## config.mk

```make
export PLATFORM = sky130hd
export DESIGN_NAME = game_tick_sequencer
export DESIGN_NICKNAME = d
export VERILOG_FILES = /design/src/rtl/game_tick_sequencer.sv
export SDC_FILE = /design/constraint.sdc
export NUM_CORES = 1
export LEC_CHECK = 0
export BUFFER_PORTS_ARGS = -buffer_cell sky130_fd_sc_hd__buf_2
export CORE_UTILIZATION = 45
export CTS_BUF_LIST = sky130_fd_sc_hd__clkbuf_8
export DETAILED_ROUTE_END_ITERATION = 10
export GPL_ROUTABILITY_DRIVEN = 0
export SLEW_MARGIN = 20
export SYNTH_ARGS = -nofsm -noshare
export SYNTH_HDL_FRONTEND = slang
export SYNTH_SLANG_ARGS = --single-unit
```

## constraint.sdc

```tcl
create_clock -name CLOCK_50 -period 2.2 [get_ports CLOCK_50]
set_clock_uncertainty 0.1 [all_clocks]
set_input_delay 0.33 -clock CLOCK_50 [delete_from_list [all_inputs] [get_ports CLOCK_50]]
set_output_delay 0.33 -clock CLOCK_50 [all_outputs]
set_load 0.005 [all_outputs]
```

## src/rtl/game_tick_sequencer.sv

```systemverilog
// Game timing sequencer: one shared rate divider drives a one-cycle step strobe,
// a 0..10 step count and a speed level that rises after ROUNDS count wraps.
module game_tick_sequencer #(
  parameter int DIV_W  = 26,
  parameter int DIV0   = 50_000_000,
  parameter int DIV1   = 25_000_000,
  parameter int DIV2   = 12_500_000,
  parameter int DIV3   = 5_000_000,
  parameter int DIV4   = 2_500_000,
  parameter int ROUNDS = 2
) (
  input  logic       CLOCK_50,
  input  logic       resetn,
  input  logic       start,
  input  logic       pause,
  input  logic       stop,
  output logic       tick,
  output logic [3:0] count,
  output logic [2:0] level,
  output logic       busy,
  output logic       done
);

  localparam logic [1:0] IDLE   = 2'd0;
  localparam logic [1:0] RUN    = 2'd1;
  localparam logic [1:0] PAUSED = 2'd2;
  localparam logic [1:0] DONE   = 2'd3;

  localparam int RND_W = $clog2(ROUNDS + 1);

  logic [1:0]       state_q, state_d;
  logic [DIV_W-1:0] div_q, div_d;
  logic [3:0]       count_q, count_d;
  logic [2:0]       level_q, level_d;
  logic [RND_W-1:0] rounds_q, rounds_d;
  logic             tick_q, tick_d;
  logic             busy_q, busy_d;
  logic             done_q, done_d;

  function automatic logic [DIV_W-1:0] reloadFor(input logic [2:0] lvl);
    logic [DIV_W-1:0] r;
    case (lvl)
      3'd0:    r = DIV_W'(DIV0 - 1);
      3'd1:    r = DIV_W'(DIV1 - 1);
      3'd2:    r = DIV_W'(DIV2 - 1);
      3'd3:    r = DIV_W'(DIV3 - 1);
      default: r = DIV_W'(DIV4 - 1);
    endcase
    return r;
  endfunction

  // A PAUSED cycle with pause released behaves as a RUN cycle, so a pause
  // stalls the divider for exactly the number of cycles pause was high.
  always_comb begin
    state_d  = state_q;
    div_d    = div_q;
    count_d  = count_q;
    level_d  = level_q;
    rounds_d = rounds_q;
    tick_d   = 1'b0;
    if (stop) begin
      state_d  = IDLE;
      div_d    = '0;
      count_d  = '0;
      level_d  = '0;
      rounds_d = '0;
    end else begin
      case (state_q)
        IDLE, DONE: begin
          if (start) begin
            state_d  = RUN;
            div_d    = reloadFor(3'd0);
            count_d  = '0;
            level_d  = '0;
            rounds_d = '0;
          end
        end
        RUN, PAUSED: begin
          if (pause) begin
            state_d = PAUSED;
          end else begin
            state_d = RUN;
            if (div_q != '0) begin
              div_d = div_q - DIV_W'(1);
            end else begin
              tick_d = 1'b1;
              div_d  = reloadFor(level_q);
              if (count_q < 4'd10) begin
                count_d = count_q + 4'd1;
              end else begin
                count_d = '0;
                if (rounds_q != RND_W'(ROUNDS - 1)) begin
                  rounds_d = rounds_q + RND_W'(1);
                end else begin
                  rounds_d = '0;
                  if (level_q < 3'd4) begin
                    level_d = level_q + 3'd1;
                    div_d   = reloadFor(level_q + 3'd1);
                  end else begin
                    state_d = DONE;
                    div_d   = '0;
                  end
                end
              end
            end
          end
        end
        default: state_d = IDLE;
      endcase
    end
  end

  assign busy_d = (state_d == RUN) || (state_d == PAUSED);
  assign done_d = (state_d == DONE);

  always_ff @(posedge CLOCK_50 or negedge resetn) begin
    if (!resetn) begin
      state_q  <= IDLE;
      div_q    <= '0;
      count_q  <= '0;
      level_q  <= '0;
      rounds_q <= '0;
      tick_q   <= 1'b0;
      busy_q   <= 1'b0;
      done_q   <= 1'b0;
    end else begin
      state_q  <= state_d;
      div_q    <= div_d;
      count_q  <= count_d;
      level_q  <= level_d;
      rounds_q <= rounds_d;
      tick_q   <= tick_d;
      busy_q   <= busy_d;
      done_q   <= done_d;
    end
  end

  assign tick  = tick_q;
  assign count = count_q;
  assign level = level_q;
  assign busy  = busy_q;
  assign done  = done_q;

endmodule

```

-- Yosys cells after proc, flatten, opt, wreduce, memory -nomap -nowiden
Index checks and enable logic that the tools add are counted.
- flip-flop bits (word level): 40
- input port bits: 5
- output and inout port bits: 10
- logic and storage cells: 87
- add/sub/neg operators: 4
- order comparisons: 2
- eq/ne operators: 19
- mux-type cells: 43
- reduce and logical (&&, ||, !) cells: 11
- operators with widths (operator ; count):
    $pmux 26 s4 ; 2
    $mux 26 ; 7
    $pmux 26 s2 ; 1
    $mux 2 ; 13
    $reduce_bool 26->1 ; 1
    $sub 26x1->26 const B ; 1
    $mux 3 ; 7
    $mux 4 ; 5
    $ne 3x3->1 const B ; 6
    $eq 3x2->1 const B ; 4
    $eq 2x2->1 const B ; 4
    $pmux 2 s2 ; 2
    $pmux 4 s2 ; 1
    $eq 3x1->1 const B ; 2
    $logic_not 3->1 ; 2
    $pmux 3 s2 ; 1
    $reduce_and 6->1 ; 1
    $add 4x1->4 const B ; 1
    $eq 2x1->1 const B ; 2
    $lt 4x4->1 const B ; 1
    $mux 1 ; 4
    $reduce_and 4->1 ; 1
    $reduce_or 2->1 ; 2
    $add 3x1->3 const B ; 1
    7 further kinds ; 7

-- Longest topological paths before layout
- depth in word-level cells: 10
- depth in mapped cells: 9
- mapped depth without buffers: 8

-- Worst setup path after synthesis
No wires, ideal clock.
- kind: register to register
- start: reg level_q[2], in the netlist level[2]
- end: reg div_q[15]
- arrival: 2.272 ns
- required time: 2.032 ns
- setup slack: -0.239 ns
- stages on the path, launching flop included: 10
- clock period less this slack: 2.439 ns
- path through: dfrtp_1 > clkbuf_1 > inv_1 > ha_1 > clkbuf_1 > a21oi_1 > or3_1 > a2111oi_0 > a211o_1 > a32o_1
- longest elaborated chain between the ends: 10
- ends and longest elaborated chain (what ; RTL line ; text):
    start: declaration ; 34 ; logic [2:0] level_q, level_d;
    start signal: assignment ; 130 ; level_q <= level_d;
    $add 3x1->3 ; 98 ; div_d = reloadFor(level_q + 3'd1);
    $eq 3x2->1, or another cell as far along ; 42 ; case (lvl)
    $pmux 26 s4 ; 42 ;
    $mux 26 ; 96 ; if (level_q < 3'd4) begin
    $mux 26 ; 92 ; if (rounds_q != RND_W'(ROUNDS - 1)) begin
    $mux 26 * ; 88 ; if (count_q < 4'd10) begin
    $mux 26 * ; 83 ; if (div_q != '0) begin
    $mux 26 * ; 79 ; if (pause) begin
    $pmux 26 s2 * ; 68 ; case (state_q)
    $mux 26 * ; 61 ; if (stop) begin
    end signal: assignment ; 128 ; div_q <= div_d;
    end: declaration ; 32 ; logic [DIV_W-1:0] div_q, div_d;
Mark *: on every way between the ends. The rest lies on a longest branch, timed or not. The select of a mux whose other input is x is not followed.
A chain may end at the register's enable or synchronous reset.

-- Final worst setup path
- start: reg div_q[14]
- end: reg div_q[6]
- longest elaborated chain between the ends: 5
- ends and longest elaborated chain (what ; RTL line):
    $reduce_bool 26->1 ; 83
    $mux 26 ; 83
    $mux 26 ; 79
    $pmux 26 s2 ; 68
    $mux 26 ; 61
Every way passes these cells. The select of a mux whose other input is x is not followed.

==> flow_summary.yaml <==
detailed_routing:
  drc: 0
  dr.first_iter.drc_count: 375
  num_vias: 3590
  wl_per_cell_um: 20.9
  wl_um: 11300
  ant_nets: 0
  vias_per_cell: 6.62
  drt_first_pass_iters: 5
worst_setup_path:
  critPathLaunchType: "flop"
  endpoint_kind: "flop"
  crit_type: "reg2reg"
  cp.required_ps: 2310
  worstPathArrival_ps: 2510
  cp_max_fo: 4
run_status:
  status: "complete, but fails checks"
  violations: "setup timing"
clock_network:
  cts.clk_slew.worst_paths_ps: 90
  cts_buffers: 5
  cts_sinks: 40
  cts_tree: "built"
  clockRootBuffer: "clkbuf_8"
  insertion_delay_ps: 310
  clock_path_buffers: 2
  clock_tree.htree_level_count: 2
yosys:
  yosysMostFrequentCell: "dfrtp_1"
  async_reset_ff_frac: 1.00
  syn_area_um2: 2920
  ys_top_cells_by_count: "40 x dfrtp_1, 32 x o21ai_0, 23 x nand3_1, 22 x nand2_1, 21 x nor2_1"
  syn_area_per_cell_um2: 8.40
  synthFlopType: "dfrtp_1"
  yosys.area.top_type: "dfrtp_1"
  yosysWarnings: 0
  synth_nets: 362
  ys_types: 62
  netlist_instances: 348
  yosys.area.top_type_share: 0.343
  yosysSeqAreaShare: 0.343
  synth-edff-count: 0
  synth.area.top_cells: "dfrtp_1 34%, o21ai_0 5.5%, nand3_1 3.9%"
  synth_seq_cells: 40
timing:
  setup_ws_ps: -200
  tightestPinTransition_ps: 764
  report.final.hold_viol_count: 0
  setup_viol: 35
  finalSetupTns_ps: -2300
  max_freq_ghz: 0.417
  slew_viol_final: 0
  rsz0062_at_grt: "yes"
  maxSlewHeadroom: 0.491
  fin_crit_sh: 1.09
  finalCriticalPeriod_ps: 2400
floorplanning:
  top_level_ports: 15
  die_w_um: 82.6
  core_um2: 6100
  die_y_um: 82.6
  design.die.area_um2: 6820
  row_count: 28
  start_util: 0.479
power_and_ir_drop:
  leakagePower_nw: 1.89
  power.density_nw_per_um2: 648
  ir_drop_mv: 0.438
finish:
  area_delta_synth_final_pct: 54.9
  antennaDiodeCount: 0
  finalInstanceArea_um2: 4520
  drive_above_1_share: 0.454
  fillers: 453
  nNetsFinal: 480
grt:
  antenna_found_initial: 0
  grt_first_pass_wirelength_um: 17100
  grtUsageTotal: 0.342
  grt_max_degree: 24
  grt_overflow: 0
  grt_pass1_vias: 3285
hold_path:
  min_path_type: "in2reg"
run:
  cap_violations: 0
place:
  placed_cell_area_um2: 3850
  hpwl_um: 7710
  port_buffers: 14
-- worst paths after layout --
kind | start | end | slack [ps] | cells after the start
setup reg to reg | div_q[14] | div_q[6] | -200 | 9
hold / removal | pause | state_q[0] | 220 | 2
hold reg to reg | rounds_q[0] | rounds_q[0] | 440 | 1
min in group asynchronous | resetn | div_q[16] | 440 | 2
setup / recovery | div_q[14] | div_q[6] | -200 | 9
max in group asynchronous | resetn | div_q[1] | 910 | 3
-- critical path, stage by stage (launching register included) --
cell       delay [ps]
dfrtp_1           420
nor4_2            340
buf_4             200
nand4_1           220
buf_4             230
buf_6             130
a2111oi_4         230
buf_4             210
a211oi_2           40
o21ai_1           200
-- cell families after synthesis --
group,synth area share
AO/OA/AOI/OAI,0.284
XOR/XNOR,0.0146
adder cells (fa/ha/maj),0.0385
buffers and inverters,0.0467
flip-flops,0.343
multiplexers,0.0137
AND/OR/NAND/NOR,0.260
-- layer usage --
metal  vias up  share of wire  track usage
li1       1591              -            -
met1      1696           0.43        0.484
met2       241           0.44        0.524
met3        62          0.086       0.0505
met4         0          0.045        0.128
met5         -              0            0
-- sequential cells by signal, indices dropped and copies added (netlist names) --
| register | flops |
|---|---|
| busy | 1 |
| count | 4 |
| div_q | 26 |
| done | 1 |
| level | 3 |
| rounds_q | 2 |
| state_q | 2 |
| tick | 1 |
-- repair_timing --
action,in CTS,in global routing
endpoints found under the hold margin,22,0
buffers inserted,8,9
setup endpoints to repair,34,37
gates resized for setup,53,48
pin swaps,33,29
hold buffers,1,0
-- per-stage QoR --
stage	setup slack [ps]	instances	hold WS, ps	util	total power, mW
after floorplan	-135	348	-65.6	-	1.45
after global placement	-235	518	235	0.632	1.94
after detailed placement	-223	518	242	0.632	1.96
after CTS	-131	535	206	0.701	2.76
after global routing	-239	542	228	0.742	3.04
final	-200	542	221	0.742	2.93
-- area by class of cell --
| cell class | count | area, um2 | share of cell area |
|---|---|---|---|
| multi-input combinational | 273 | 2230 | 0.494 |
| sequential | 40 | 1000 | 0.221 |
| timing repair buffer | 127 | 998 | 0.221 |
| clock buffer | 7 | 96.3 | 0.0213 |
| tap | 75 | 93.8 | 0.0207 |
| inverter | 19 | 71.3 | 0.0158 |
| clock inverter | 1 | 30.0 | 0.00664 |
-- where the power goes --
group	switching, mW	internal, mW
clock	0.287	0.401
combinational	0.725	0.610
sequential	0.0892	0.821
total	1.10	1.83
-- cell usage in the layout (no fill, tap or decap), types with 9 or more instances in the layout --
cell and instances:
a21oi_1 12, buf_2 14, buf_4 96, buf_6 14, dfrtp_1 40, inv_1 16
nand2_1 20, nand3_1 19, nand4_1 9, nor2_1 19, nor3_1 14, o21ai_0 16
o21ai_1 10
Note: power is estimated with default switching activity, not from simulation.
